`src/rtl/pipe_ctrl_unit_pkg.sv`:
```
// Shared types and defaults for the pipeline sequencer.
// Enum for the control FSM, per-stage {en,flush} pair and parameter defaults.
package pipe_ctrl_unit_pkg;

  typedef enum logic [1:0] {
    ST_RUN      = 2'd0,
    ST_MEM_WAIT = 2'd1,
    ST_DRAIN    = 2'd2,
    ST_HALTED   = 2'd3
  } pctl_state_e;

  typedef struct packed {
    logic en;
    logic flush;
  } stage_ctrl_t;

  localparam int DRAIN_CYCLES_DEF = 4;
  localparam int TIMEOUT_DEF      = 256;
  localparam int CNT_W_DEF        = 32;

  localparam stage_ctrl_t STG_HOLD  = '{en: 1'b0, flush: 1'b0};
  localparam stage_ctrl_t STG_LOAD  = '{en: 1'b1, flush: 1'b0};
  localparam stage_ctrl_t STG_FLUSH = '{en: 1'b1, flush: 1'b1};

endpackage

```
`src/rtl/pipe_ctrl_unit_load_use_detect.sv`:
```
// Load-use hazard detect: load in EX whose rd feeds either source of the ID instruction.
// Purely combinational, zero latency; x0 never creates a hazard.
module load_use_detect (
  input  logic [4:0] i_id_rs1,
  input  logic [4:0] i_id_rs2,
  input  logic [4:0] i_ex_rd,
  input  logic       i_ex_mem_read,
  output logic       o_load_use
);

  logic w_rd_nz;
  logic w_match;

  assign w_rd_nz    = (i_ex_rd != 5'd0);
  assign w_match    = (i_ex_rd == i_id_rs1) || (i_ex_rd == i_id_rs2);
  assign o_load_use = i_ex_mem_read && w_rd_nz && w_match;

endmodule

```
`src/rtl/pipe_ctrl_unit.sv`:
```
// Pipeline sequencer: per-stage enable/flush and PC enable from hazards, branches, memory ack and halt.
// Control outputs are combinational from state+inputs (zero latency); a pending memory access freezes every stage.
module pipe_ctrl_unit
  import pipe_ctrl_unit_pkg::*;
#(
  parameter int DRAIN_CYCLES = DRAIN_CYCLES_DEF,
  parameter int TIMEOUT      = TIMEOUT_DEF,
  parameter int CNT_W        = CNT_W_DEF
) (
  input  logic             i_clk,
  input  logic             i_reset,
  input  logic [4:0]       i_id_rs1,
  input  logic [4:0]       i_id_rs2,
  input  logic [4:0]       i_ex_rd,
  input  logic             i_ex_mem_read,
  input  logic             i_ex_br_taken,
  input  logic             i_mem_req,
  input  logic             i_mem_ack,
  input  logic             i_halt_req,
  input  logic             i_resume,
  output logic             o_pc_en,
  output logic             o_ifid_en,
  output logic             o_ifid_flush,
  output logic             o_idex_en,
  output logic             o_idex_flush,
  output logic             o_exmem_en,
  output logic             o_exmem_flush,
  output logic             o_memwb_en,
  output logic             o_halted,
  output logic             o_mem_timeout,
  output logic [CNT_W-1:0] o_stall_cnt
);

  localparam int DRN_W  = $clog2(DRAIN_CYCLES + 1);
  localparam int WAIT_W = $clog2(TIMEOUT + 1);
  localparam logic [DRN_W-1:0]  DRN_LAST = DRN_W'(DRAIN_CYCLES);
  localparam logic [WAIT_W-1:0] WAIT_MAX = WAIT_W'(TIMEOUT);

  pctl_state_e       r_state;
  pctl_state_e       r_ret_state;
  logic [DRN_W-1:0]  r_drain_cnt;
  logic [WAIT_W-1:0] r_wait_cnt;
  logic              r_mem_timeout;
  logic [CNT_W-1:0]  r_stall_cnt;

  pctl_state_e       w_eff_state;
  pctl_state_e       w_state_nxt;
  pctl_state_e       w_ret_nxt;
  logic [DRN_W-1:0]  w_drain_nxt;
  logic [WAIT_W-1:0] w_wait_nxt;
  logic              w_wait_start;
  logic              w_wait_inc;
  logic              w_load_use;
  logic              w_memstall;
  logic              w_stall_tick;
  logic              w_pc_en;
  logic              w_memwb_en;
  logic              w_halted;
  stage_ctrl_t       w_ifid;
  stage_ctrl_t       w_idex;
  stage_ctrl_t       w_exmem;

  load_use_detect u_load_use_detect (
    .i_id_rs1      (i_id_rs1),
    .i_id_rs2      (i_id_rs2),
    .i_ex_rd       (i_ex_rd),
    .i_ex_mem_read (i_ex_mem_read),
    .o_load_use    (w_load_use)
  );

  assign w_memstall = i_mem_req && !i_mem_ack;

  // On the ack cycle MEM_WAIT acts exactly as the state it interrupted.
  always_comb begin
    w_eff_state = r_state;
    if (r_state == ST_MEM_WAIT && i_mem_ack) begin
      w_eff_state = r_ret_state;
    end
  end

  always_comb begin
    w_pc_en      = 1'b0;
    w_ifid       = STG_HOLD;
    w_idex       = STG_HOLD;
    w_exmem      = STG_HOLD;
    w_memwb_en   = 1'b0;
    w_halted     = 1'b0;
    w_state_nxt  = w_eff_state;
    w_ret_nxt    = r_ret_state;
    w_drain_nxt  = r_drain_cnt;
    w_wait_start = 1'b0;
    w_wait_inc   = 1'b0;
    case (w_eff_state)
      ST_RUN: begin
        if (w_memstall) begin
          w_state_nxt  = ST_MEM_WAIT;
          w_ret_nxt    = ST_RUN;
          w_wait_start = 1'b1;
        end else if (i_ex_br_taken) begin
          w_pc_en    = 1'b1;
          w_ifid     = STG_FLUSH;
          w_idex     = STG_FLUSH;
          w_exmem    = STG_LOAD;
          w_memwb_en = 1'b1;
        end else if (w_load_use) begin
          w_idex     = STG_FLUSH;
          w_exmem    = STG_LOAD;
          w_memwb_en = 1'b1;
        end else if (i_halt_req) begin
          w_ifid      = STG_FLUSH;
          w_idex      = STG_LOAD;
          w_exmem     = STG_LOAD;
          w_memwb_en  = 1'b1;
          w_state_nxt = ST_DRAIN;
          w_drain_nxt = DRN_W'(1);
        end else begin
          w_pc_en    = 1'b1;
          w_ifid     = STG_LOAD;
          w_idex     = STG_LOAD;
          w_exmem    = STG_LOAD;
          w_memwb_en = 1'b1;
        end
      end
      ST_DRAIN: begin
        if (w_memstall) begin
          w_state_nxt  = ST_MEM_WAIT;
          w_ret_nxt    = ST_DRAIN;
          w_wait_start = 1'b1;
        end else begin
          w_pc_en    = i_ex_br_taken;
          w_ifid     = STG_FLUSH;
          w_idex     = STG_LOAD;
          w_exmem    = STG_LOAD;
          w_memwb_en = 1'b1;
          if (!i_ex_br_taken && w_load_use) begin
            w_ifid = STG_HOLD;
            w_idex = STG_FLUSH;
          end else begin
            if (i_ex_br_taken) begin
              w_idex = STG_FLUSH;
            end
            if (r_drain_cnt >= DRN_LAST) begin
              w_state_nxt = ST_HALTED;
              w_drain_nxt = '0;
            end else begin
              w_drain_nxt = r_drain_cnt + DRN_W'(1);
            end
          end
        end
      end
      ST_MEM_WAIT: begin
        w_wait_inc = 1'b1;
      end
      ST_HALTED: begin
        w_halted = 1'b1;
        if (i_resume) begin
          w_state_nxt = ST_RUN;
        end
      end
      default: begin
        w_state_nxt = ST_RUN;
      end
    endcase
  end

  always_comb begin
    w_wait_nxt = r_wait_cnt;
    if (w_wait_start) begin
      w_wait_nxt = WAIT_W'(1);
    end else if (w_wait_inc && r_wait_cnt != WAIT_MAX) begin
      w_wait_nxt = r_wait_cnt + WAIT_W'(1);
    end
  end

  assign w_stall_tick = (r_state == ST_RUN || r_state == ST_MEM_WAIT) && !w_pc_en;

  always_ff @(posedge i_clk) begin
    if (i_reset) begin
      r_state       <= ST_RUN;
      r_ret_state   <= ST_RUN;
      r_drain_cnt   <= '0;
      r_wait_cnt    <= '0;
      r_mem_timeout <= 1'b0;
      r_stall_cnt   <= '0;
    end else begin
      r_state       <= w_state_nxt;
      r_ret_state   <= w_ret_nxt;
      r_drain_cnt   <= w_drain_nxt;
      r_wait_cnt    <= w_wait_nxt;
      r_mem_timeout <= r_mem_timeout || (w_wait_nxt == WAIT_MAX);
      if (w_stall_tick && r_stall_cnt != '1) begin
        r_stall_cnt <= r_stall_cnt + CNT_W'(1);
      end
    end
  end

  // Reset forces every pipeline register to take a NOP.
  assign o_pc_en       = i_reset ? 1'b0 : w_pc_en;
  assign o_ifid_en     = i_reset ? 1'b0 : w_ifid.en;
  assign o_ifid_flush  = i_reset ? 1'b1 : w_ifid.flush;
  assign o_idex_en     = i_reset ? 1'b0 : w_idex.en;
  assign o_idex_flush  = i_reset ? 1'b1 : w_idex.flush;
  assign o_exmem_en    = i_reset ? 1'b0 : w_exmem.en;
  assign o_exmem_flush = i_reset ? 1'b1 : w_exmem.flush;
  assign o_memwb_en    = i_reset ? 1'b0 : w_memwb_en;
  assign o_halted      = i_reset ? 1'b0 : w_halted;
  assign o_mem_timeout = r_mem_timeout;
  assign o_stall_cnt   = r_stall_cnt;

endmodule

```
`config.mk`:
```
export PLATFORM = sky130hd
export DESIGN_NAME = pipe_ctrl_unit
export DESIGN_NICKNAME = d
export VERILOG_FILES = /design/src/rtl/pipe_ctrl_unit_pkg.sv /design/src/rtl/pipe_ctrl_unit_load_use_detect.sv /design/src/rtl/pipe_ctrl_unit.sv
export SDC_FILE = /design/constraint.sdc
export NUM_CORES = 1
export LEC_CHECK = 0
export ABC_AREA = 1
export CAP_MARGIN = 0
export CELL_PAD_IN_SITES_DETAIL_PLACEMENT = 2
export CELL_PAD_IN_SITES_GLOBAL_PLACEMENT = 2
export CORE_ASPECT_RATIO = 1.4
export CORE_MARGIN = 2
export CORE_UTILIZATION = 28
export CTS_BUF_LIST = sky130_fd_sc_hd__clkbuf_2 sky130_fd_sc_hd__clkbuf_4 sky130_fd_sc_hd__clkbuf_8
export DETAILED_ROUTE_END_ITERATION = 6
export GPL_ROUTABILITY_DRIVEN = 0
export PLACE_DENSITY = 0.8
export SYNTH_ARGS = -nofsm -noshare
export SYNTH_HDL_FRONTEND = slang
export SYNTH_SLANG_ARGS = --single-unit
```
`constraint.sdc`:
```
create_clock -name i_clk -period 2.4 [get_ports i_clk]
set_input_delay 0.6 -clock i_clk [delete_from_list [all_inputs] [get_ports i_clk]]
set_output_delay 0.6 -clock i_clk [all_outputs]
set_load 0.05 [all_outputs]
```
# Word level (Yosys, flattened, before mapping)
# Cells that the tools add are included.
# op_classes
n_addsub	3
magnitude_cmp	1
eq_ne	17
muxes	60
reduce_logical	21
# ops
op	count
2-bit two-way mux	20
32-bit by 1-bit adder with 32-bit output, second input constant	1
32-bit != test, second input constant	1
1-bit two-way mux	25
3-bit two-way mux	7
9-bit two-way mux	2
2-bit != test, second input constant	8
2-bit one-hot mux with 2 select lines	3
5-bit equality test	2
9-bit by 1-bit adder with 9-bit output, second input constant	1
9-bit equality test, second input constant	1
9-bit != test, second input constant	1
1-bit logical AND	8
7-bit AND reduction	1
2-bit one-hot mux with 3 select lines	1
3-bit one-hot mux with 2 select lines	1
5-bit nonzero test	1
2-bit by 1-bit equality test with 1-bit output, second input constant	2
2-bit equality test, second input constant	2
2-bit zero test	2
3-bit by 1-bit adder with 3-bit output, second input constant	1
3-bit greater-or-equal comparator, second input constant	1
1-bit zero test	3
1-bit logical OR	3
4 further kinds	4
# word_totals
regBits	49
inputBits	23
out_inout_bits	42
word_cells	108

# Depth between registers and ports, before layout
# logic_depth
ltp_word	10
ltp_mapped	14
depth_no_buf	14

# Modules after synthesis
# A second synthesis with hierarchy kept.
# hier_totals
hier_cells	508
area_unflattened_um2	3118.0
# by_module_without_submodules
module	n_inst	cells_per_inst	area_per_inst_um2	seq_area_each_um2
pipe_ctrl_unit	1	463	2922.8	960.9
load_use_detect	1	45	195.2	0.0

# Worst setup path before layout
# No wires, ideal clock.
# synth_path
path_kind	input to output
startpoint	input i_ex_rd[4]
endpoint	output o_pc_en
arrival_ns	2.143
required_ns	1.800
path_slack_ns	-0.343
cell_stages	8
path_buffers	1
cell_sequence	inv_1 nand3_1 o21ai_0 inv_1 nand2_1 nand3_4 buf_2 a21oi_1
# synth_between
elab_chain_cells	8
elab_cells_between_ends	11
cone_classes	eq/ne (2); mux (5); reduce/logical (4)
# synth_lines
element	line	source
start, declared	pipe_ctrl_unit.sv:14	input logic [4:0] i_ex_rd,
5-bit equality test or 5-bit nonzero test (tied branches)	pipe_ctrl_unit_load_use_detect.sv:15, pipe_ctrl_unit_load_use_detect.sv:14	
1-bit logical OR or 1-bit logical AND (tied branches)	pipe_ctrl_unit_load_use_detect.sv:15, pipe_ctrl_unit_load_use_detect.sv:16	
1-bit logical AND *	pipe_ctrl_unit_load_use_detect.sv:16	assign o_load_use = i_ex_mem_read && w_rd_nz && w_match;
1-bit two-way mux *	pipe_ctrl_unit.sv:105	end else if (w_load_use) begin
1-bit two-way mux *	pipe_ctrl_unit.sv:99	end else if (i_ex_br_taken) begin
1-bit two-way mux *	pipe_ctrl_unit.sv:95	if (w_memstall) begin
1-bit one-hot mux with 2 select lines *	pipe_ctrl_unit.sv:93	case (w_eff_state)
1-bit two-way mux *	pipe_ctrl_unit.sv:198	assign o_pc_en = i_reset ? 1'b0 : w_pc_en;
end, declared	pipe_ctrl_unit.sv:21	output logic o_pc_en,
# Mark *: on every way between the ends. The rest lies on a longest branch, timed or not.

# Worst setup path in the final report
# layout_path
startpoint	input i_id_rs2[2]
endpoint	output o_idex_flush
# layout_between
elab_chain_cells	8
elab_cells_between_ends	11
cone_classes	eq/ne (1); mux (7); reduce/logical (3)
# layout_lines
element	line	source
start, declared	pipe_ctrl_unit.sv:13	input logic [4:0] i_id_rs2,
5-bit equality test *	pipe_ctrl_unit_load_use_detect.sv:15	assign w_match = (i_ex_rd == i_id_rs1) || (i_ex_rd == i_id_rs2);
1-bit logical OR *	pipe_ctrl_unit_load_use_detect.sv:15	
1-bit logical AND *	pipe_ctrl_unit_load_use_detect.sv:16	
1-bit two-way mux or 1-bit logical AND (tied branches)	pipe_ctrl_unit.sv:105, pipe_ctrl_unit.sv:135	
1-bit two-way mux, on equally long branches	pipe_ctrl_unit.sv:99, pipe_ctrl_unit.sv:135	
2-bit two-way mux, on equally long branches	pipe_ctrl_unit.sv:95, pipe_ctrl_unit.sv:125	
2-bit one-hot mux with 2 select lines *	pipe_ctrl_unit.sv:93	
1-bit two-way mux *	pipe_ctrl_unit.sv:202	assign o_idex_flush = i_reset ? 1'b1 : w_idex.flush;
end, declared	pipe_ctrl_unit.sv:25	output logic o_idex_flush,
# Marked as above.

==> out/qor.csv <==
stage,metric,value,unit
setup_path,"Req. time, crit path",1800,ps
pwr,Comb pwr share,0.278,
cts,total CTS buffers,5,
sta,Final setup viols,3,
cts,root buffer cell,clkbuf_8,
synthesis,Unique masters post-synth,30,
place,post-detail-place hpwl,11.58,mm
setup_path,"critical path fanouts, max",4,
cells_and_area,most frequent cells in the layout,"nand2_1, nor2_1, inv_1",
global_route,total track usage,0.2224,
detailed_routing,Via Count,4291,
sta,setup tns final,-196.2,ps
cts,number of clock sinks,48,
outcome,failing checks,negative setup slack,
die,die footprint,0.01350,mm^2
cts,Hold Buf Count CTS,0,
setup_path,crit-path most repeated cell,nand2_1,
sta,Final Skew,15.35,ps
cts,Clock transition at path regs,100,ps
sta,Pins Over Slew Limit,0,
pwr,Seq pwr share,0.403,
global_route,pin count of the biggest net entering global routing,35,
die,Starting Density,0.2859,
flow_run,total of max-cap violations,0,
setup_path,critical path type,primary input to output port,
setup_path,CP cell instances,"buf_2, inv_2, nand2_1, nand2_1, nor2_2, nand3_1, nand2_2, nand2_4, o211ai_1, clkbuf_16",
cells_and_area,Layout Utilization,0.4017,
synthesis,Post-Syn Area per Cell,5.996,um^2
detailed_routing,number of remaining DRC errors,0,
sta,unrepaired setup endpoints after global routing,yes,
cts,Clock Latency Late Sink,330,ps
cells_and_area,share of cells above drive strength 1,0.2114,
global_route,wire length of the first global-routing pass,24.06,mm
sta,Tcrit/Tclk final,1.046,
sta,Final Hold Viols,0,
cells_and_area,"commonest non-fill, non-tap cell in the layout",nand2_1,
cts,H-Tree Depth,2,
cells_and_area,Area growth syn-to-layout,40.53,%
sta,actual slew at the worst max-slew pin,593.3,ps
sta,Tmin final,2510,ps
synthesis,syn nets,615,
setup_path,slowest cell delay on critical path,340,ps
sta,fmax,0.3984,GHz
global_route,global route overflow,0,
detailed_routing,DR iter-0 viols,113,
synthesis,#FFs+latches synth,48,
cells_and_area,diode count,0,
setup_path,CP max-delay cell,o211ai_1,
die,core footprint,0.01231,mm^2
sta,Final WS setup,-109.8,ps
place,pre-CTS WS,-573.7,ps
global_route,number of global-route vias before repair,4605,
detailed_routing,DRT Wirelength,15.97,mm
die,Cell Rows,48,
pwr,VDD IR max,0.0002477,V
place,IO buf count,64,
setup_path,critical path arrival,1910,ps
sta,relative slew slack,0.6032,
cells_and_area,Layout fillers,1495,
detailed_routing,DR pass1 iterations,4,
pwr,Sw Share,0.3356,
hold_path,Hold Path Class,flop to flop,
detailed_routing,Vias/cell,5.133,
die,chip height,136.7,um
cts,CTS tree,done,
cts,CTS Buffer Depth,2,
die,number of I/O pins,65,
detailed_routing,antenna-violating nets left,0,
die,Die Width,98.76,um
setup_path,crit start category,primary input,
pwr,net switching power,695.5,uW
setup_path,Worst Path Buf+Inv,3,
setup_path,"delay-heaviest family, CP",simple AND/OR/NAND/NOR gates,
synthesis,YS warnings,0,
outcome,outcome,finished with violations,
detailed_routing,Routed WL per cell,19.10,um
pwr,Clk pwr share,0.319,
pwr,PwrDens,419.1,mW/mm^2
pwr,Pint,1377,uW
cells_and_area,Nets,713,
pwr,Leakage,0.002022,uW
synthesis,sequential area share after synthesis,0.2730,
synthesis,synthesized cell area,0.003520,mm^2
setup_path,Crit. End Element,output port,
synthesis,cell count after synthesis,587,
global_route,antenna violations before repair,0,
pwr,total power,2073,uW
[worst reg2reg max path, delay by kind of cell, from the launching register on]
family	cells	cell delay [ps]
and+or+nand+nor	8	1190
DFF	1	440
AOI/OAI and AO/OA	1	180
buffers and inverters	2	370
[cell usage after synthesis]
cell | count | area share
nand2_1 | 200 | 0.21
o21ai_2 | 1 | 0.0025
nand3_2 | 1 | 0.0028
buf_6 | 3 | 0.0096
buf_4 | 2 | 0.0043
nor3_1 | 9 | 0.013
o21ai_0 | 6 | 0.0085
nand3_4 | 2 | 0.010
nand2_2 | 4 | 0.0071
nand3_1 | 35 | 0.050
clkinv_1 | 1 | 0.0011
nor3_4 | 1 | 0.0046
xor2_1 | 13 | 0.032
clkbuf_1 | 7 | 0.0075
ha_1 | 5 | 0.018
nor2_4 | 3 | 0.0096
o21a_1 | 1 | 0.0021
nor3_2 | 3 | 0.0085
nand4_1 | 38 | 0.068
inv_1 | 61 | 0.065
dfxtp_1 | 48 | 0.27
inv_2 | 5 | 0.0053
nor2_1 | 75 | 0.080
xnor2_1 | 9 | 0.022
nand3b_1 | 8 | 0.017
buf_1 | 4 | 0.0043
a21oi_1 | 37 | 0.053
nor3b_1 | 1 | 0.0021
o211ai_1 | 1 | 0.0021
buf_2 | 3 | 0.0043
[timing repair]
item	CTS	global route
setup endpoints to repair	39	13
pin swaps	24	23
setup buffers	4	3
gates resized for setup	76	56
[sequential cells by signal, summed over array words and instances (netlist names)]
signal / count
o_stall_cnt: 32
r_wait_cnt: 9
r_ret_state: 1
o_mem_timeout: 1
r_drain_cnt: 3
r_state: 2
[stage by stage]
stage               hold slack [ps]  std cells  instance area (um^2)
finish                        466.5        836                  4946
global route                  504.6        836                  4946
CTS                           474.2        833                  4778
detailed placement            458.6        821                  4649
global placement              451.3        821                  4649
floorplan                     445.6        587                  3548
[power groups by stage]
stage | clock network, uW | logic, uW | registers (uW)
CTS | 674 | 525 | 835
global route | 710 | 620 | 839
floorplan | 0 | 269 | 868
detailed placement | 0 | 518 | 854
finish | 660 | 576 | 836
global placement | 0 | 494 | 851
[path summary, 6_finish.rpt]
check,start,end,slack [ps],cells after the start
worst max-delay path,i_id_rs2[2],o_idex_flush,-110,10
worst min-delay path,o_mem_timeout$_SDFF_PP0_,o_mem_timeout$_SDFF_PP0_,470,2
worst min register to register,o_mem_timeout$_SDFF_PP0_,o_mem_timeout$_SDFF_PP0_,470,2
worst max register to register,o_stall_cnt[4]$_SDFFE_PP0P_,o_stall_cnt[9]$_SDFFE_PP0P_,160,11
[logic make-up after synthesis]
logic type / Yosys count / share of synthesized area
simple gates: 380 / 0.4852
buf+inv: 86 / 0.1013
compound gates: 46 / 0.06790
fa+ha+maj: 5 / 0.01777
flops: 48 / 0.2730
xor+xnor: 22 / 0.05475
[area by class of cell]
class	count	area, um^2	share of cell area
sequential	48	963.4	0.1948
tap	150	187.7	0.03795
clock buffer	6	82.58	0.01670
timing repair buffer	110	1080	0.2183
clock inverter	2	38.79	0.007842
inverter	67	259.0	0.05237
multi-input combinational	453	2335	0.4720
[per-layer routing]
layer  vias to the layer above  GRT usage  wire length (um)
met4                         0    0.04718               416
met5                         -          0                 0
met1                      2126     0.2405              6087
met3                        29    0.02349               295
met2                        70     0.4550              9168
li1                       2066          -                 -
Note: power is estimated with default switching activity, not from simulation.
